==> src/rtl/cordic_pkg.sv <==
// rtl/cordic_pkg.sv - shared CORDIC constants: arctangent table, rounding helper, gain inverse
package cordic_pkg;

  localparam int KINV_Q16 = 39797;

  // atan(2^-i) as a binary angle where the full circle is 2^32
  localparam logic [31:0] ATAN_TABLE [32] = '{
    32'h20000000, 32'h12E4051E, 32'h09FB385B, 32'h051111D4,
    32'h028B0D43, 32'h0145D7E1, 32'h00A2F61E, 32'h00517C55,
    32'h0028BE53, 32'h00145F2F, 32'h000A2F98, 32'h000517CC,
    32'h00028BE6, 32'h000145F3, 32'h0000A2FA, 32'h0000517D,
    32'h000028BE, 32'h0000145F, 32'h00000A30, 32'h00000518,
    32'h0000028C, 32'h00000146, 32'h000000A3, 32'h00000051,
    32'h00000029, 32'h00000014, 32'h0000000A, 32'h00000005,
    32'h00000003, 32'h00000001, 32'h00000001, 32'h00000000
  };

  // Round-to-nearest reduction of the 32-bit table entry to an aw-bit circle
  function automatic logic [31:0] atan_round(input int i, input int aw);
    logic [32:0] sum;
    sum = {1'b0, ATAN_TABLE[i[4:0]]} + (33'd1 << (31 - aw));
    return 32'(sum >> (32 - aw));
  endfunction

endpackage

==> src/rtl/cordic_stage.sv <==
// rtl/cordic_stage.sv - one registered vectoring micro-rotation driving y toward zero
module cordic_stage
  import cordic_pkg::*;
#(
  parameter int XW    = 18,
  parameter int ZW    = 17,
  parameter int STAGE = 0
) (
  input  logic                 clk,
  input  logic                 rst,
  input  logic                 ena,
  input  logic                 prev_valid,
  input  logic signed [XW-1:0] prev_x,
  input  logic signed [XW-1:0] prev_y,
  input  logic signed [ZW-1:0] prev_z,
  output logic                 next_valid,
  output logic signed [XW-1:0] next_x,
  output logic signed [XW-1:0] next_y,
  output logic signed [ZW-1:0] next_z
);

  localparam logic signed [ZW-1:0] ATAN_Z = ZW'(atan_round(STAGE, ZW - 1));

  logic signed [XW-1:0] x_shr;
  logic signed [XW-1:0] y_shr;

  assign x_shr = prev_x >>> STAGE;
  assign y_shr = prev_y >>> STAGE;

  always_ff @(posedge clk or posedge rst) begin
    if (rst) begin
      next_valid <= 1'b0;
      next_x     <= '0;
      next_y     <= '0;
      next_z     <= '0;
    end else if (ena) begin
      next_valid <= prev_valid;
      if (!prev_y[XW-1]) begin
        next_x <= prev_x + y_shr;
        next_y <= prev_y - x_shr;
        next_z <= prev_z + ATAN_Z;
      end else begin
        next_x <= prev_x - y_shr;
        next_y <= prev_y + x_shr;
        next_z <= prev_z - ATAN_Z;
      end
    end
  end

endmodule

==> src/rtl/cordic_polar_pipe.sv <==
// rtl/cordic_polar_pipe.sv - pipelined rectangular-to-polar converter (fold, CORDIC stages, post scale)
module cordic_polar_pipe
  import cordic_pkg::*;
#(
  parameter int DW        = 16,
  parameter int AW        = 16,
  parameter int ITER      = 15,
  parameter int GAIN_COMP = 0
) (
  input  logic                 clk,
  input  logic                 rst,
  input  logic                 ena,
  input  logic                 in_valid,
  input  logic signed [DW-1:0] x_in,
  input  logic signed [DW-1:0] y_in,
  output logic                 out_valid,
  output logic [DW+1:0]        r_out,
  output logic [AW-1:0]        a_out
);

  localparam int XW = DW + 2;
  localparam int ZW = AW + 1;
  localparam logic [AW-1:0] OFF_Q1 = AW'(1) << (AW - 2);
  localparam logic [AW-1:0] OFF_Q3 = AW'(3) << (AW - 2);

  logic signed [XW-1:0] x_ext;
  logic signed [XW-1:0] y_ext;
  logic signed [XW-1:0] fold_x;
  logic signed [XW-1:0] fold_y;
  logic [AW-1:0]        fold_off;
  logic                 fold_zero;

  assign x_ext = {{2{x_in[DW-1]}}, x_in};
  assign y_ext = {{2{y_in[DW-1]}}, y_in};

  // Rotate the left half-plane into the right so the stages only see |angle| <= 90 deg
  always_comb begin
    fold_x    = x_ext;
    fold_y    = y_ext;
    fold_off  = '0;
    fold_zero = (x_in == '0) && (y_in == '0);
    if (x_in[DW-1]) begin
      if (!y_in[DW-1]) begin
        fold_x   = y_ext;
        fold_y   = -x_ext;
        fold_off = OFF_Q1;
      end else begin
        fold_x   = -y_ext;
        fold_y   = x_ext;
        fold_off = OFF_Q3;
      end
    end
  end

  logic                 pre_valid;
  logic signed [XW-1:0] pre_x;
  logic signed [XW-1:0] pre_y;
  logic [AW-1:0]        off_q  [ITER+1];
  logic                 zero_q [ITER+1];

  // Quadrant offset and zero flag ride alongside the data, one slot per stage
  always_ff @(posedge clk or posedge rst) begin
    if (rst) begin
      pre_valid <= 1'b0;
      pre_x     <= '0;
      pre_y     <= '0;
      for (int i = 0; i <= ITER; i++) begin
        off_q[i]  <= '0;
        zero_q[i] <= 1'b0;
      end
    end else if (ena) begin
      pre_valid <= in_valid;
      pre_x     <= fold_x;
      pre_y     <= fold_y;
      off_q[0]  <= fold_off;
      zero_q[0] <= fold_zero;
      for (int i = 1; i <= ITER; i++) begin
        off_q[i]  <= off_q[i-1];
        zero_q[i] <= zero_q[i-1];
      end
    end
  end

  logic                 sv [ITER+1];
  logic signed [XW-1:0] sx [ITER+1];
  logic signed [XW-1:0] sy [ITER+1];
  logic signed [ZW-1:0] sz [ITER+1];

  assign sv[0] = pre_valid;
  assign sx[0] = pre_x;
  assign sy[0] = pre_y;
  assign sz[0] = '0;

  for (genvar i = 0; i < ITER; i++) begin : g_stage
    cordic_stage #(
      .XW    (XW),
      .ZW    (ZW),
      .STAGE (i)
    ) u_stage (
      .clk        (clk),
      .rst        (rst),
      .ena        (ena),
      .prev_valid (sv[i]),
      .prev_x     (sx[i]),
      .prev_y     (sy[i]),
      .prev_z     (sz[i]),
      .next_valid (sv[i+1]),
      .next_x     (sx[i+1]),
      .next_y     (sy[i+1]),
      .next_z     (sz[i+1])
    );
  end

  logic [XW-1:0]    x_mag;
  logic [XW+15:0]   x_scaled;
  logic [XW-1:0]    r_next;
  logic [AW-1:0]    a_next;

  // x never goes negative once folded, so it can be reinterpreted as unsigned
  assign x_mag    = sx[ITER];
  assign x_scaled = {16'b0, x_mag} * (XW + 16)'(KINV_Q16);
  assign r_next   = (GAIN_COMP != 0) ? XW'(x_scaled >> 16) : x_mag;
  assign a_next   = off_q[ITER] + AW'(sz[ITER]);

  always_ff @(posedge clk or posedge rst) begin
    if (rst) begin
      out_valid <= 1'b0;
      r_out     <= '0;
      a_out     <= '0;
    end else if (ena) begin
      out_valid <= sv[ITER];
      r_out     <= zero_q[ITER] ? '0 : r_next;
      a_out     <= zero_q[ITER] ? '0 : a_next;
    end
  end

endmodule
==> config.mk <==
export PLATFORM = sky130hd
export DESIGN_NAME = cordic_polar_pipe
export DESIGN_NICKNAME = d
export VERILOG_FILES = /design/src/rtl/cordic_pkg.sv /design/src/rtl/cordic_stage.sv /design/src/rtl/cordic_polar_pipe.sv
export SDC_FILE = /design/constraint.sdc
export NUM_CORES = 2
export LEC_CHECK = 0
export BUFFER_PORTS_ARGS = -buffer_cell sky130_fd_sc_hd__buf_2
export CAP_MARGIN = 20
export CORE_MARGIN = 1.5
export CORE_UTILIZATION = 42
export CTS_CLUSTER_SIZE = 12
export DETAILED_ROUTE_END_ITERATION = 7
export GPL_TIMING_DRIVEN = 0
export SETUP_SLACK_MARGIN = 0.1
export SLEW_MARGIN = 10
export SYNTH_ARGS = -nofsm -noshare
export SYNTH_HDL_FRONTEND = slang
export SYNTH_SLANG_ARGS = --single-unit
==> constraint.sdc <==
create_clock -name clk -period 71.7 [get_ports clk]
set_clock_uncertainty 0.05 [all_clocks]
set_input_delay 10.755 -clock clk [delete_from_list [all_inputs] [get_ports clk]]
set_output_delay 10.755 -clock clk [all_outputs]
set_load 0.01 [all_outputs]
==> impl_metrics.csv <==
group,metric,value,unit
clocking,postCtsSetupBuffers,0,
floorplanning,die_area,0.165,mm2
floorplanning,core,0.161,mm2
clocking,clock_path_buffers,3,
timing,setup_violations,0,
synth,synth_area_leaders,"dfrtp_1, ha_1, mux2_2",
synth,yosys_warnings,0,
detailed_routing,avgRoutedWirePerCell,22.7,um
timing,clock.fmax,72.0,MHz
timing,rsz0062_at_grt,"no",
synth,async_flop_share,100,%
global_routing,grt_pass1_wl,341000,um
floorplanning,io_pins,71,
critical_path,path_max_fanout,10,
detailed_routing,drt_iter0_drc,4446,
synth,synth_edf_count,0,
floorplanning,die_w,406,um
timing,final.setup.tns,0,ns
clocking,cts_made_buffers,100,
critical_path,cp_top_family,"buffers and inverters",
floorplanning,rows,147,
critical_path,path_cells,"buf_2, clkbuf_1, clkbuf_1, buf_8, clkbuf_1, buf_1, nor2_1, a21oi_1",
layout,most-common-layout-cells,"dfrtp_1, ha_1, nor2_1",
critical_path,setup.worst_path.end_class,"register",
critical_path,path_buf_inv,6,
synth,synth_ff_type,"dfrtp_1",
run_status,outcome,"finished, final reports clean",
floorplanning,start_util,42.4,%
critical_path,crit_required,72.29,ns
timing,finalHoldViolCount,0,
global_routing,grt_antenna_before_repair,25,
timing,relSlewSlack,18.7,%
critical_path,critPathKind,"input port to register",
floorplanning,die_y,406,um
placed_design,hpwl,179000,um
critical_path,max_stage_delay,0.89,ns
detailed_routing,drc,0,
clocking,hold_buffers,0,
timing,period_minus_slack,13.90,ns
clocking,root_buffer,"clkbuf_16",
layout,area_delta_synth_final,10.5,%
synth,yosysTopAreaCell,"dfrtp_1",
synth,synth_top_area_share,31.4,%
detailed_routing,dr.pass1.iters,6,
layout,drive_gt1_share,11.0,%
critical_path,crit_path_start_kind,"input port",
timing,min_period_over_period,19.4,%
timing,drv_slew,0,
layout,final_nets,8483,
global_routing,grt_usage,27.0,%
timing,worst_pin_slew,1.22,ns
global_routing,grt_max_degree,113,
synth,avgSynthCellArea,9.13,um2
synth,synth_nets,8282,
clocking,worstSkewPairLatency,0.73,ns
critical_path,cp.arrival,14.48,ns
detailed_routing,routed_wl,226000,um
critical_path,cpMostUsedCell,"clkbuf_1",
synth,syn-cell-area,0.0682,mm2
clocking,cts.clk_slew.worst_paths,0.06,ns
clocking,cts.repair.resized,0,
job,drv_cap,0,
synth,seq_area_frac_synth,31.4,%
clocking,cts.htree.levels,3,
placed_design,place_congestion,0.937,
global_routing,grt_pass1_vias,55436,
detailed_routing,via_per_inst,5.78,
synth,synthCells,7474,
min_path,min_path_type,"register to register",
detailed_routing,vias,57334,
clocking,cts_tree,"built",
placed_design,portBuffers,68,
global_routing,gr-total-overflow,0,
critical_path,crit_slowest_cell,"clkbuf_1",
synth,synth-seq-cells,856,
layout,final_common_cell,"dfrtp_1",
clocking,clock-sinks,856,
synth,synth.distinct_cells,88,
detailed_routing,ant_nets,0,
## final timing paths
path	startpoint	endpoint	slack [ns]	cells after the start
worst max register to register	g_stage[3].u_stage.next_y[17]	g_stage[4].u_stage.next_y[17]	66.48	14
min in group asynchronous	rst	g_stage[5].u_stage.next_x[10]	9.96	2
worst min-delay path	g_stage[9].u_stage.next_z[1]	g_stage[10].u_stage.next_z[1]	0.43	1
worst min register to register	g_stage[9].u_stage.next_z[1]	g_stage[10].u_stage.next_z[1]	0.43	1
worst max-delay path	ena	g_stage[13].u_stage.next_z[0]	57.80	8
max in group asynchronous	rst	off_q[62]	59.08	7
## synth_stat cells (16+ instances only)
cell type    n
a211oi_1    58
a21boi_0    23
a21o_1     177
a21oi_1    643
a221oi_1    16
a31o_2      17
a31oi_1     86
and2_1      28
and3_1      61
buf_1       34
clkbuf_1   194
dfrtp_1    856
fa_1        45
ha_1       727
inv_1      348
mux2_2     485
mux2i_1     63
nand2_1    462
nand2b_1    56
nand3_1    143
nand4_1     23
nor2_1     688
nor2b_1     91
nor3_1     251
nor4_1      56
o211ai_1    59
o21a_1      55
o21ai_0    365
o21bai_1    70
o2bb2ai_1   47
o31ai_1     52
o41ai_1     35
or2_2       19
or3_1       69
or4_1       18
xnor2_1    552
xor2_1     242
## routing by layer
| metal | vias up | part of all wire (%) | track usage (%) |
|---|---|---|---|
| met5 | - | 0.0093 | 0 |
| met4 | 4 | 4.5 | 11.1 |
| met3 | 375 | 5.9 | 3.95 |
| met2 | 1567 | 44 | 42.4 |
| met1 | 28038 | 45 | 37.2 |
| li1 | 27350 | - | - |
## logic make-up (layout without fill, tap and decap cells)
group / after synthesis / in the layout / share of synthesized area, %
simple gates: 2030 / 2030 / 13.9
mux: 548 / 548 / 8.93
xor+xnor: 794 / 794 / 10.2
buf+inv: 586 / 868 / 3.23
compound gates: 1888 / 1888 / 17.7
fa+ha+maj: 772 / 772 / 14.6
other cells: 0 / 9 / 0
flops: 856 / 856 / 31.4
## cell type report
cell class | count | area, um2
fill | 15418 | 85500
multi-input combinational | 6032 | 44600
sequential | 856 | 21400
clock buffer | 144 | 2920
tap | 2160 | 2700
inverter | 353 | 1330
timing repair buffer | 99 | 946
buffer | 233 | 922
clock inverter | 39 | 551
antenna | 9 | 22.5
## state kept, by name, summed over array words and instances (netlist names)
name,cells
r_out,18
g_stage.u_stage.next_z,214
pre_y,18
zero_q,16
out_valid,1
g_stage.u_stage.next_y,238
g_stage.u_stage.next_x,269
pre_x,18
pre_valid,1
off_q,32
g_stage.u_stage.next_valid,15
a_out,16
## metrics by stage
step / instances / hold slack [ns] / setup slack [ns] / area [um2] / utilization (%)
floorplan: 7474 / 0.393 / 36.84 / 68200 / -
global placement: 9702 / 0.417 / 27.04 / 71300 / 44.3
detailed placement: 9730 / 0.422 / 57.09 / 71900 / 44.7
CTS: 9913 / 0.438 / 57.85 / 75400 / 46.8
global route: 9920 / 0.457 / 57.84 / 75400 / 46.9
finish: 9925 / 0.431 / 57.80 / 75400 / 46.9
Power is left out: the tool's default activity adds up to more than one toggle a clock period on the data nets, which glitch-free logic cannot reach.
